**src/rtl/fpga_board_pkg.sv**
```systemverilog
// Shared types for the board status controller.
//   rst_state_e  : system reset sequencer states
//   exit_state_e : exit-report handshake states
//   led_mode_e   : per-LED drive mode (2 bits per LED on led_mode_i)
//   stretch_w()  : width of the reset stretch counter for a given stretch length
package fpga_board_pkg;

  typedef enum logic [0:0] {
    RstHold = 1'b0,
    RstRun  = 1'b1
  } rst_state_e;

  typedef enum logic [1:0] {
    ExitIdle   = 2'd0,
    ExitReport = 2'd1,
    ExitDrain  = 2'd2
  } exit_state_e;

  typedef enum logic [1:0] {
    LedOff    = 2'b00,
    LedOn     = 2'b01,
    LedBlink  = 2'b10,
    LedStatus = 2'b11
  } led_mode_e;

  // Counter width able to hold 0..rst_stretch.
  function automatic int unsigned stretch_w(input int unsigned rst_stretch);
    return $clog2(rst_stretch + 1);
  endfunction

  // Stretch counter width for the default 16-cycle stretch.
  localparam int unsigned STRETCH_W = stretch_w(16);

endpackage

```
**src/rtl/fpga_board_sync.sv**
```systemverilog
// Multi-flop synchroniser for a single asynchronous level.
//   clk_i  : destination clock
//   rst_ni : asynchronous active-low reset, loads RESET_VAL into every stage
//   d_i    : asynchronous input
//   q_o    : synchronised output, STAGES cycles of latency
module fpga_board_sync #(
  parameter int unsigned STAGES    = 2,
  parameter logic        RESET_VAL = 1'b0
) (
  input  logic clk_i,
  input  logic rst_ni,
  input  logic d_i,
  output logic q_o
);

  logic [STAGES-1:0] sync_q;

  always_ff @(posedge clk_i or negedge rst_ni) begin
    if (!rst_ni) begin
      sync_q <= {STAGES{RESET_VAL}};
    end else begin
      sync_q <= {sync_q[STAGES-2:0], d_i};
    end
  end

  assign q_o = sync_q[STAGES-1];

endmodule

```
**src/rtl/fpga_board_status_ctrl.sv**
```systemverilog
// Board-level control between the FPGA wrapper and x_heep_system.
//   clk_gen         : system clock
//   rst_n           : board reset, asynchronous, active-low
//   ps_rst_ni       : PS reset request (async domain, active-low)
//   ps_ack_i        : PS acknowledge of the exit report (async domain, level)
//   exit_valid_i    : exit_valid from the core
//   exit_value_i    : exit_value from the core
//   led_mode_i      : 2-bit mode per LED, LED k uses [2k+1:2k]
//   sys_rst_no      : stretched core reset, active-low
//   heartbeat_o     : heartbeat counter MSB
//   ps_exit_valid_o : exit report pending for the PS
//   ps_exit_value_o : latched (sticky) exit value
//   led_o           : registered LED drives
module fpga_board_status_ctrl
  import fpga_board_pkg::*;
#(
  parameter int unsigned NUM_LEDS    = 4,
  parameter int unsigned CNT_W       = 27,
  parameter int unsigned RST_STRETCH = 16,
  parameter int unsigned EXIT_W      = 32,
  parameter int unsigned SYNC_STAGES = 2
) (
  input  logic                  clk_gen,
  input  logic                  rst_n,
  input  logic                  ps_rst_ni,
  input  logic                  ps_ack_i,
  input  logic                  exit_valid_i,
  input  logic [EXIT_W-1:0]     exit_value_i,
  input  logic [2*NUM_LEDS-1:0] led_mode_i,
  output logic                  sys_rst_no,
  output logic                  heartbeat_o,
  output logic                  ps_exit_valid_o,
  output logic [EXIT_W-1:0]     ps_exit_value_o,
  output logic [NUM_LEDS-1:0]   led_o
);

  localparam int unsigned StretchW = stretch_w(RST_STRETCH);
  localparam logic [StretchW-1:0] StretchMax = StretchW'(RST_STRETCH - 1);

  // Synchronisers: the reset request idles high, the ack idles low.
  logic ps_rst_sync;
  logic ps_ack_sync;

  fpga_board_sync #(
    .STAGES    (SYNC_STAGES),
    .RESET_VAL (1'b1)
  ) u_sync_ps_rst (
    .clk_i  (clk_gen),
    .rst_ni (rst_n),
    .d_i    (ps_rst_ni),
    .q_o    (ps_rst_sync)
  );

  fpga_board_sync #(
    .STAGES    (SYNC_STAGES),
    .RESET_VAL (1'b0)
  ) u_sync_ps_ack (
    .clk_i  (clk_gen),
    .rst_ni (rst_n),
    .d_i    (ps_ack_i),
    .q_o    (ps_ack_sync)
  );

  // Heartbeat counter
  logic [CNT_W-1:0] cnt_q, cnt_d;

  assign cnt_d = cnt_q + CNT_W'(1);

  // Reset sequencer
  rst_state_e          rst_state_q, rst_state_d;
  logic [StretchW-1:0] stretch_q, stretch_d;
  logic                sys_rst_q, sys_rst_d;

  always_comb begin
    rst_state_d = rst_state_q;
    stretch_d   = stretch_q;
    sys_rst_d   = sys_rst_q;
    unique case (rst_state_q)
      RstHold: begin
        sys_rst_d = 1'b0;
        if (!ps_rst_sync) begin
          stretch_d = '0;
        end else if (stretch_q == StretchMax) begin
          // Counter stays at its maximum while running.
          rst_state_d = RstRun;
          sys_rst_d   = 1'b1;
        end else begin
          stretch_d = stretch_q + StretchW'(1);
        end
      end
      RstRun: begin
        if (!ps_rst_sync) begin
          rst_state_d = RstHold;
          sys_rst_d   = 1'b0;
          stretch_d   = '0;
        end
      end
      default: begin
        rst_state_d = RstHold;
        sys_rst_d   = 1'b0;
        stretch_d   = '0;
      end
    endcase
  end

  // Exit report handshake; only rst_n clears it so the PS can read it after a core reset.
  exit_state_e       exit_state_q, exit_state_d;
  logic              exit_valid_q, exit_valid_d;
  logic [EXIT_W-1:0] exit_value_q, exit_value_d;
  logic              captured_q, captured_d;
  logic              ack_prev_q;
  logic              ack_rise;

  assign ack_rise = ps_ack_sync & ~ack_prev_q;

  always_comb begin
    exit_state_d = exit_state_q;
    exit_valid_d = exit_valid_q;
    exit_value_d = exit_value_q;
    captured_d   = captured_q;
    unique case (exit_state_q)
      ExitIdle: begin
        if (exit_valid_i) begin
          exit_value_d = exit_value_i;
          exit_valid_d = 1'b1;
          captured_d   = 1'b1;
          exit_state_d = ExitReport;
        end
      end
      ExitReport: begin
        // Later exit_valid_i pulses are ignored; the first value is sticky.
        if (ack_rise) begin
          exit_valid_d = 1'b0;
          exit_state_d = ExitDrain;
        end
      end
      ExitDrain: begin
        if (!exit_valid_i && !ps_ack_sync) begin
          exit_state_d = ExitIdle;
        end
      end
      default: begin
        exit_state_d = ExitIdle;
        exit_valid_d = 1'b0;
      end
    endcase
  end

  // LED mux. A captured value with bit 0 set is a failure and blinks 4x faster.
  logic                status_led;
  logic [NUM_LEDS-1:0] led_q, led_d;

  assign status_led = captured_q & (exit_value_q[0] ? cnt_q[CNT_W-3] : 1'b1);

  always_comb begin
    led_d = '0;
    for (int k = 0; k < NUM_LEDS; k++) begin
      unique case (led_mode_e'(led_mode_i[2*k +: 2]))
        LedOff:    led_d[k] = 1'b0;
        LedOn:     led_d[k] = 1'b1;
        LedBlink:  led_d[k] = cnt_q[CNT_W-1];
        LedStatus: led_d[k] = status_led;
        default:   led_d[k] = 1'b0;
      endcase
    end
  end

  always_ff @(posedge clk_gen or negedge rst_n) begin
    if (!rst_n) begin
      cnt_q        <= '0;
      rst_state_q  <= RstHold;
      stretch_q    <= '0;
      sys_rst_q    <= 1'b0;
      exit_state_q <= ExitIdle;
      exit_valid_q <= 1'b0;
      exit_value_q <= '0;
      captured_q   <= 1'b0;
      ack_prev_q   <= 1'b0;
      led_q        <= '0;
    end else begin
      cnt_q        <= cnt_d;
      rst_state_q  <= rst_state_d;
      stretch_q    <= stretch_d;
      sys_rst_q    <= sys_rst_d;
      exit_state_q <= exit_state_d;
      exit_valid_q <= exit_valid_d;
      exit_value_q <= exit_value_d;
      captured_q   <= captured_d;
      ack_prev_q   <= ps_ack_sync;
      led_q        <= led_d;
    end
  end

  assign sys_rst_no      = sys_rst_q;
  assign heartbeat_o     = cnt_q[CNT_W-1];
  assign ps_exit_valid_o = exit_valid_q;
  assign ps_exit_value_o = exit_value_q;
  assign led_o           = led_q;

endmodule

```
**config.mk**
```make
export PLATFORM = sky130hd
export DESIGN_NAME = fpga_board_status_ctrl
export DESIGN_NICKNAME = d
export VERILOG_FILES = /design/src/rtl/fpga_board_pkg.sv /design/src/rtl/fpga_board_sync.sv /design/src/rtl/fpga_board_status_ctrl.sv
export SDC_FILE = /design/constraint.sdc
export NUM_CORES = 1
export LEC_CHECK = 0
export ABC_CLOCK_PERIOD_IN_PS = 2500
export BUFFER_PORTS_ARGS = -buffer_cell sky130_fd_sc_hd__clkbuf_2
export CORE_ASPECT_RATIO = 0.8
export CORE_MARGIN = 5
export CORE_UTILIZATION = 52
export DETAILED_ROUTE_END_ITERATION = 6
export PLACE_DENSITY = 0.77
export REMOVE_ABC_BUFFERS = 1
export SLEW_MARGIN = 20
export SYNTH_ARGS = -nofsm -noshare
export SYNTH_HDL_FRONTEND = slang
export SYNTH_SLANG_ARGS = --single-unit
```
**constraint.sdc**
```tcl
create_clock -name clk_gen -period 2.5 [get_ports clk_gen]
set_input_delay 0.375 -clock clk_gen [delete_from_list [all_inputs] [get_ports clk_gen]]
set_output_delay 0.375 -clock clk_gen [all_outputs]
set_load 0.005 [all_outputs]
```
# --- After elaboration in Yosys (flattened, before gate mapping) ---
# Index checks and enable logic that the tools add are counted.
totals:
  elab_cells: 73
  inputBits: 45
  regBits: 79
op_classes:
  bitwise: 5
  n_mux: 22
  n_eq_ne: 20
  add_sub_neg: 2
  n_reduce_logical: 12
ops:
  columns: ["op", "count"]
  rows:
  - ["$add A27 B1 Y27 const B", 1]
  - ["$eq A2 B2 Y1 const B", 9]
  - ["$pmux W1 S4", 4]
  - ["$mux W5", 3]
  - ["$eq A2 B1 Y1 const B", 5]
  - ["$logic_not A2 Y1", 5]
  - ["$pmux W5 S2", 1]
  - ["$ne A2 B2 Y1 const B", 4]
  - ["$mux W1", 7]
  - ["$mux W2", 3]
  - ["$pmux W2 S3", 1]
  - ["$reduce_and A3 Y1", 2]
  - ["$add A5 B1 Y5 const B", 1]
  - ["$eq A5 B4 Y1 const B", 1]
  - ["$pmux W1 S2", 2]
  - ["$reduce_and A2 Y1", 2]
  - ["$ne A3 B3 Y1 const B", 1]
  - ["$not A1 Y1", 3]
  - ["$pmux W1 S3", 1]
  - ["$and A1 B1 Y1", 2]
  - ["$logic_not A1 Y1", 2]
  - ["$logic_and A1 B1 Y1", 1]

# --- Logic depth before layout (Yosys ltp) ---
logic_depth:
  depth_word: 4
  ltp_mapped: 7
  mapped_depth_nobuf: 7

# --- Cells and area by module ---
# Synthesis repeated with hierarchy kept, for this count alone.
unflattened:
  cells_unflattened: 230
  area_unflattened_um2: 3156.8
by_module_without_submodules:
  columns: ["module", "instances", "area_each_um2", "seq_area_each_um2", "cells_per_inst"]
  rows:
  - ["fpga_board_status_ctrl", 1, 3054.2, 1876.8, 226]
  - ["fpga_board_sync (u_sync_ps_rst)", 1, 52.6, 52.6, 2]
  - ["fpga_board_sync (u_sync_ps_ack)", 1, 50.0, 50.0, 2]

# --- Worst setup path before layout ---
# Ideal clock, no wire load.
synth_path:
  kind: "reg2reg"
  from: "reg stretch_q[0]"
  to: "reg stretch_q[3]"
  required_time_ps: 2381
  setup_slack_ps: 721
  stages_incl_launch_ff: 8
  t_arrival_ps: 1660
  setup_ps: 119
  path_buffers: 0
  path_cell_list: "dfrtp_1 > ha_1 > and3_1 > ha_1 > nor2_1 > nand4_1 > xnor2_1 > and2_1"
synth_between:
  elab_chain_len: 4
  elab_cells_between_ends: 7
synth_lines:
  columns: ["element", "line", "rtl"]
  rows:
  - ["from (decl)", "fpga_board_status_ctrl.sv:71", "logic [StretchW-1:0] stretch_q, stretch_d;"]
  - ["from (signal assigned)", "fpga_board_status_ctrl.sv:183", "stretch_q <= stretch_d;"]
  - ["$add A5 B1 Y5", "fpga_board_status_ctrl.sv:88", "stretch_d = stretch_q + StretchW'(1);"]
  - ["$mux W5", "fpga_board_status_ctrl.sv:83", "end else if (stretch_q == StretchMax) begin"]
  - ["$mux W5", "fpga_board_status_ctrl.sv:81", "if (!ps_rst_sync) begin"]
  - ["$pmux W5 S2", "fpga_board_status_ctrl.sv:78", "unique case (rst_state_q)"]
# Several ways; a longest one is shown, not always the timed one. The select of a mux whose other input is x is not followed.
# A chain may end at the register's enable or synchronous reset.

# --- Worst setup path after layout ---
# Ends and elaborated chain as after synthesis.

==> out/metrics.csv <==
stage,metric,value,unit
final_layout,final core occ,66.2,%
final_layout,Register Area,1980,um^2
logic_synthesis,Yosys reg bits,79,
clocking,CTS Buf Count,9,
final_layout,Final Net Count,370,
clocking,TritonCTS Sinks,79,
sta,Slew headroom,63.7,%
detailed_routing,Residual DRC,0,
logic_synthesis,mux contribution to synthesized area,11.2,%
clocking,post-CTS sizing,0,
clocking,CTS Root Buffer Type,clkbuf_8,
logic_synthesis,ranking of synthesized cells by area,"dfrtp_1, mux2_2, xnor2_1",
floorplanning,Die H,79.2,um
global_route,antenna violations before repair,0,
logic_synthesis,library cells used by synthesis,29,
power_and_ir_drop,Clock power frac,29.0,%
floorplanning,Row Count,25,
logic_synthesis,register area share after synthesis,63.6,%
power_and_ir_drop,Power Total,3.65,mW
sta,post-route clock period utilization,76.6,%
clocking,H-tree depth,3,
place,port bufs,83,
global_route,grt ovf,0,
critical_path,Worst R2R Start,stretch_q[0]$_DFFE_PN0P_,
critical_path,Crit. Startpoint,stretch_q[0]$_DFFE_PN0P_,
logic_synthesis,number of synthesized flops with an enable pin,0,
clocking,Worst-Skew Late Latency,0.35,ns
global_route,number of global-route vias before repair,2012,
global_route,largest net degree at the start of global routing,45,
sta,Layout Skew,0.00987,ns
critical_path,Crit path max-delay family,simple AND/OR/NAND/NOR gates,
floorplanning,I/O pin cnt,84,
critical_path,Worst EP required,2.74,ns
clocking,Longest Clk Path Bufs,2,
critical_path,CP endpoint kind,flip-flop,
logic_synthesis,"Warnings, synthesis",0,
place,DP Cell Count,392,
floorplanning,Die W,96.5,um
clocking,Post-CTS Hold Buffers,0,
power_and_ir_drop,Leak Pwr,1.87,nW
logic_synthesis,Synth Area in Adders,1.21,%
critical_path,"most used cell, CP",ha_1,
final_layout,post-route insts no fill,408,
critical_path,Critical-path top delay cell,dfrtp_1,
final_layout,area of the multi-input gates,1090,um^2
critical_path,R2R depth,7,
critical_path,worst setup path endpoint,stretch_q[3]$_DFFE_PN0P_,
critical_path,"setup slack, reg-to-reg",0.59,ns
critical_path,worst path cell trace,"ha_1, and3_1, ha_1, nor2_1, nand4_1, xnor2_1, and2_1",
critical_path,R2R Path End,stretch_q[3]$_DFFE_PN0P_,
power_and_ir_drop,Psw,0.987,mW
critical_path,Levels on crit path,7,
critical_path,Buf/Inv on CP,0,
sta,WHS,-0.00696,ns
critical_path,Crit Path Category,flip-flop to flip-flop,
detailed_routing,WL/cell,14.2,um
logic_synthesis,"Avg Cell Area, Syn",13.7,um^2
final_layout,fraction of layout cells with a size suffix above 1,42.8,%
logic_synthesis,"top cells by count, synth","dfrtp_1, mux2_2, xnor2_1, nand2_1, nand3_1",
detailed_routing,Vias/cell,4.99,
logic_synthesis,Yosys top cell area share,61.9,%
final_layout,Area Growth Syn to Fin,24.4,%
global_route,global-route usage over all layers,16.2,%
power_and_ir_drop,Worst VDD drop,0.342,mV
clocking,Post-CTS Setup Inserts,0,
clocking,CTS tree,yes,
power_and_ir_drop,pwr dens,942,nW/um^2
detailed_routing,routed wire length,5790,um
detailed_routing,initial DRC count,92,
final_layout,ANT cells,0,
detailed_routing,Post-DRT Antenna Nets,0,
logic_synthesis,leading area contributor after synthesis,dfrtp_1,
final_layout,design area,3870,um^2
logic_synthesis,post-synthesis xor/xnor area fraction,7.88,%
sta,"Setup violations, final",0,
sta,worst slew pin tran,0.545,ns
logic_synthesis,Post-synth ARST share,100,%
sta,max-slew violations,0,
logic_synthesis,Syn Std Cell Area,3110,um^2
place,DP Area,3650,um^2
hold_path,Worst Hold Class,primary input to async pin,
sta,Setup TNS,0,ns
critical_path,Worst Path Arrival,2.16,ns
place,global placement routability congestion,0.789,
detailed_routing,vias,2037,
critical_path,startpoint types,flip-flop,
sta,max frequency,522,MHz
sta,fin crit period,1.91,ns
floorplanning,Core Area,5850,um^2
flow_run,Max-Cap Viols,0,
clocking,clk slew on worst S/H paths,0.08,ns
floorplanning,die area,7640,um^2
power_and_ir_drop,switching part of the total,27.1,%
place,Post-DP HPWL,4320,um
power_and_ir_drop,Power Internal,2.66,mW
outcome,status,finished with violations,
logic_synthesis,most common cell in the netlist,dfrtp_1,
power_and_ir_drop,Comb pwr share,23.0,%
final_layout,FILL cells,448,
logic_synthesis,Synth Instances,228,
global_route,first-pass GRT wire length,9250,um
sta,Final Hold Vio Count,5,
critical_path,max incr delay on CP,0.41,ns
logic_synthesis,main flop type after synthesis,dfrtp_1,
critical_path,CP Max Fanout,7,
outcome,failing checks,hold timing,
logic_synthesis,largest family of logic cells by synthesized area,multiplexers,
sta,RSZ-0062 raised after global routing,false,
logic_synthesis,compound-gate portion of the synthesized area,3.66,%
power_and_ir_drop,Reg power frac,47.9,%
detailed_routing,1st-pass router iterations,4,
floorplanning,initial core utilization,53.2,%
logic_synthesis,simple-gate share of the synthesized area,10.9,%
==> registers in the layout (all words and copies together), names as in the netlist <==
name,count
ack_prev_q,1
captured_q,1
cnt_q,27
exit_state_q,2
led_o,4
ps_exit_valid_o,1
ps_exit_value_o,32
rst_state_q,1
stretch_q,5
sys_rst_no,1
u_sync_ps_ack.sync_q,2
u_sync_ps_rst.sync_q,2
==> worst min path at each step <==
stage                                         to  slack, ns
5_1_grt              ps_exit_valid_o$_DFFE_PN0P_       0.04
6_report             ps_exit_valid_o$_DFFE_PN0P_     -0.007
3_5_place_dp   u_sync_ps_ack.sync_q[1]$_DFF_PN0_       0.33
4_1_cts              exit_state_q[1]$_DFFE_PN0P_       0.01
2_1_floorplan               ack_prev_q$_DFF_PN0_       0.08
3_3_place_gp   u_sync_ps_ack.sync_q[1]$_DFF_PN0_       0.34
==> power groups by stage <==
stage,registers [mW],clock network [mW],logic (mW)
after CTS,1.75,1.08,0.859
after global placement,1.76,0,0.832
after detailed placement,1.78,0,0.856
after floorplan,1.78,0,0.385
after global routing,1.79,1.14,0.933
final,1.75,1.06,0.840
==> placed cells by master (no fill, tap or decap) <==
cell type | synthesis | layout
a211oi_1 | 1 | 1
a21boi_0 | 2 | 2
a21oi_1 | 5 | 5
a31oi_1 | 4 | 4
and2_1 | 3 | 3
and2b_1 | 1 | 1
and3_1 | 2 | 2
buf_4 | 0 | 4
bufinv_16 | 0 | 2
clkbuf_2 | 0 | 82
clkbuf_8 | 0 | 10
clkinv_2 | 0 | 1
clkinvlp_4 | 0 | 1
dfrtp_1 | 77 | 77
dfstp_2 | 2 | 2
ha_1 | 3 | 3
inv_1 | 9 | 9
inv_6 | 0 | 2
mux2_2 | 31 | 31
nand2_1 | 12 | 12
nand3_1 | 12 | 12
nand4_1 | 8 | 8
nand4_4 | 1 | 1
nor2_1 | 8 | 8
nor2b_1 | 2 | 2
nor3_1 | 4 | 4
nor3b_4 | 0 | 1
nor4_4 | 2 | 2
o211a_1 | 1 | 1
o21ai_0 | 3 | 3
o31ai_1 | 1 | 1
o32ai_1 | 1 | 1
or2_2 | 1 | 1
xnor2_1 | 22 | 22
xor2_1 | 6 | 6
==> logic make-up (layout without fill, tap and decap cells) <==
| group | Yosys count | in the layout |
|---|---|---|
| buf+inv | 12 | 111 |
| mux | 31 | 31 |
| flops | 79 | 79 |
| compound gates | 18 | 18 |
| fa+ha+maj | 3 | 3 |
| simple gates | 57 | 57 |
| xor+xnor | 28 | 28 |
==> final cells by class <==
| class | instances | share of cell area [%] |
|---|---|---|
| Clock buffer | 10 | 3.55 |
| Clock inverter | 6 | 2.33 |
| Inverter | 9 | 0.872 |
| Multi-Input combinational cell | 137 | 28.2 |
| Sequential cell | 79 | 51.1 |
| Tap cell | 81 | 2.62 |
| Timing Repair Buffer | 86 | 11.4 |
==> layer usage <==
metal | vias to the layer above | GRT usage, % | share of wire (%)
met1 | 990 | 19.9 | 44
met2 | 57 | 25.3 | 46
li1 | 980 | - | -
met4 | 0 | 8.12 | 1.8
met5 | - | 0 | 0
met3 | 10 | 5.30 | 8.3
==> through the flow <==
stage | hold slack (ns) | setup slack [ns]
finish | -0.00696 | 0.585
global route | 0.0393 | 0.467
CTS | 0.00966 | 0.581
detailed placement | 0.335 | 0.581
global placement | 0.336 | 0.649
floorplan | 0.0794 | 0.181
No activity file was read; power rests on OpenSTA's default activity.
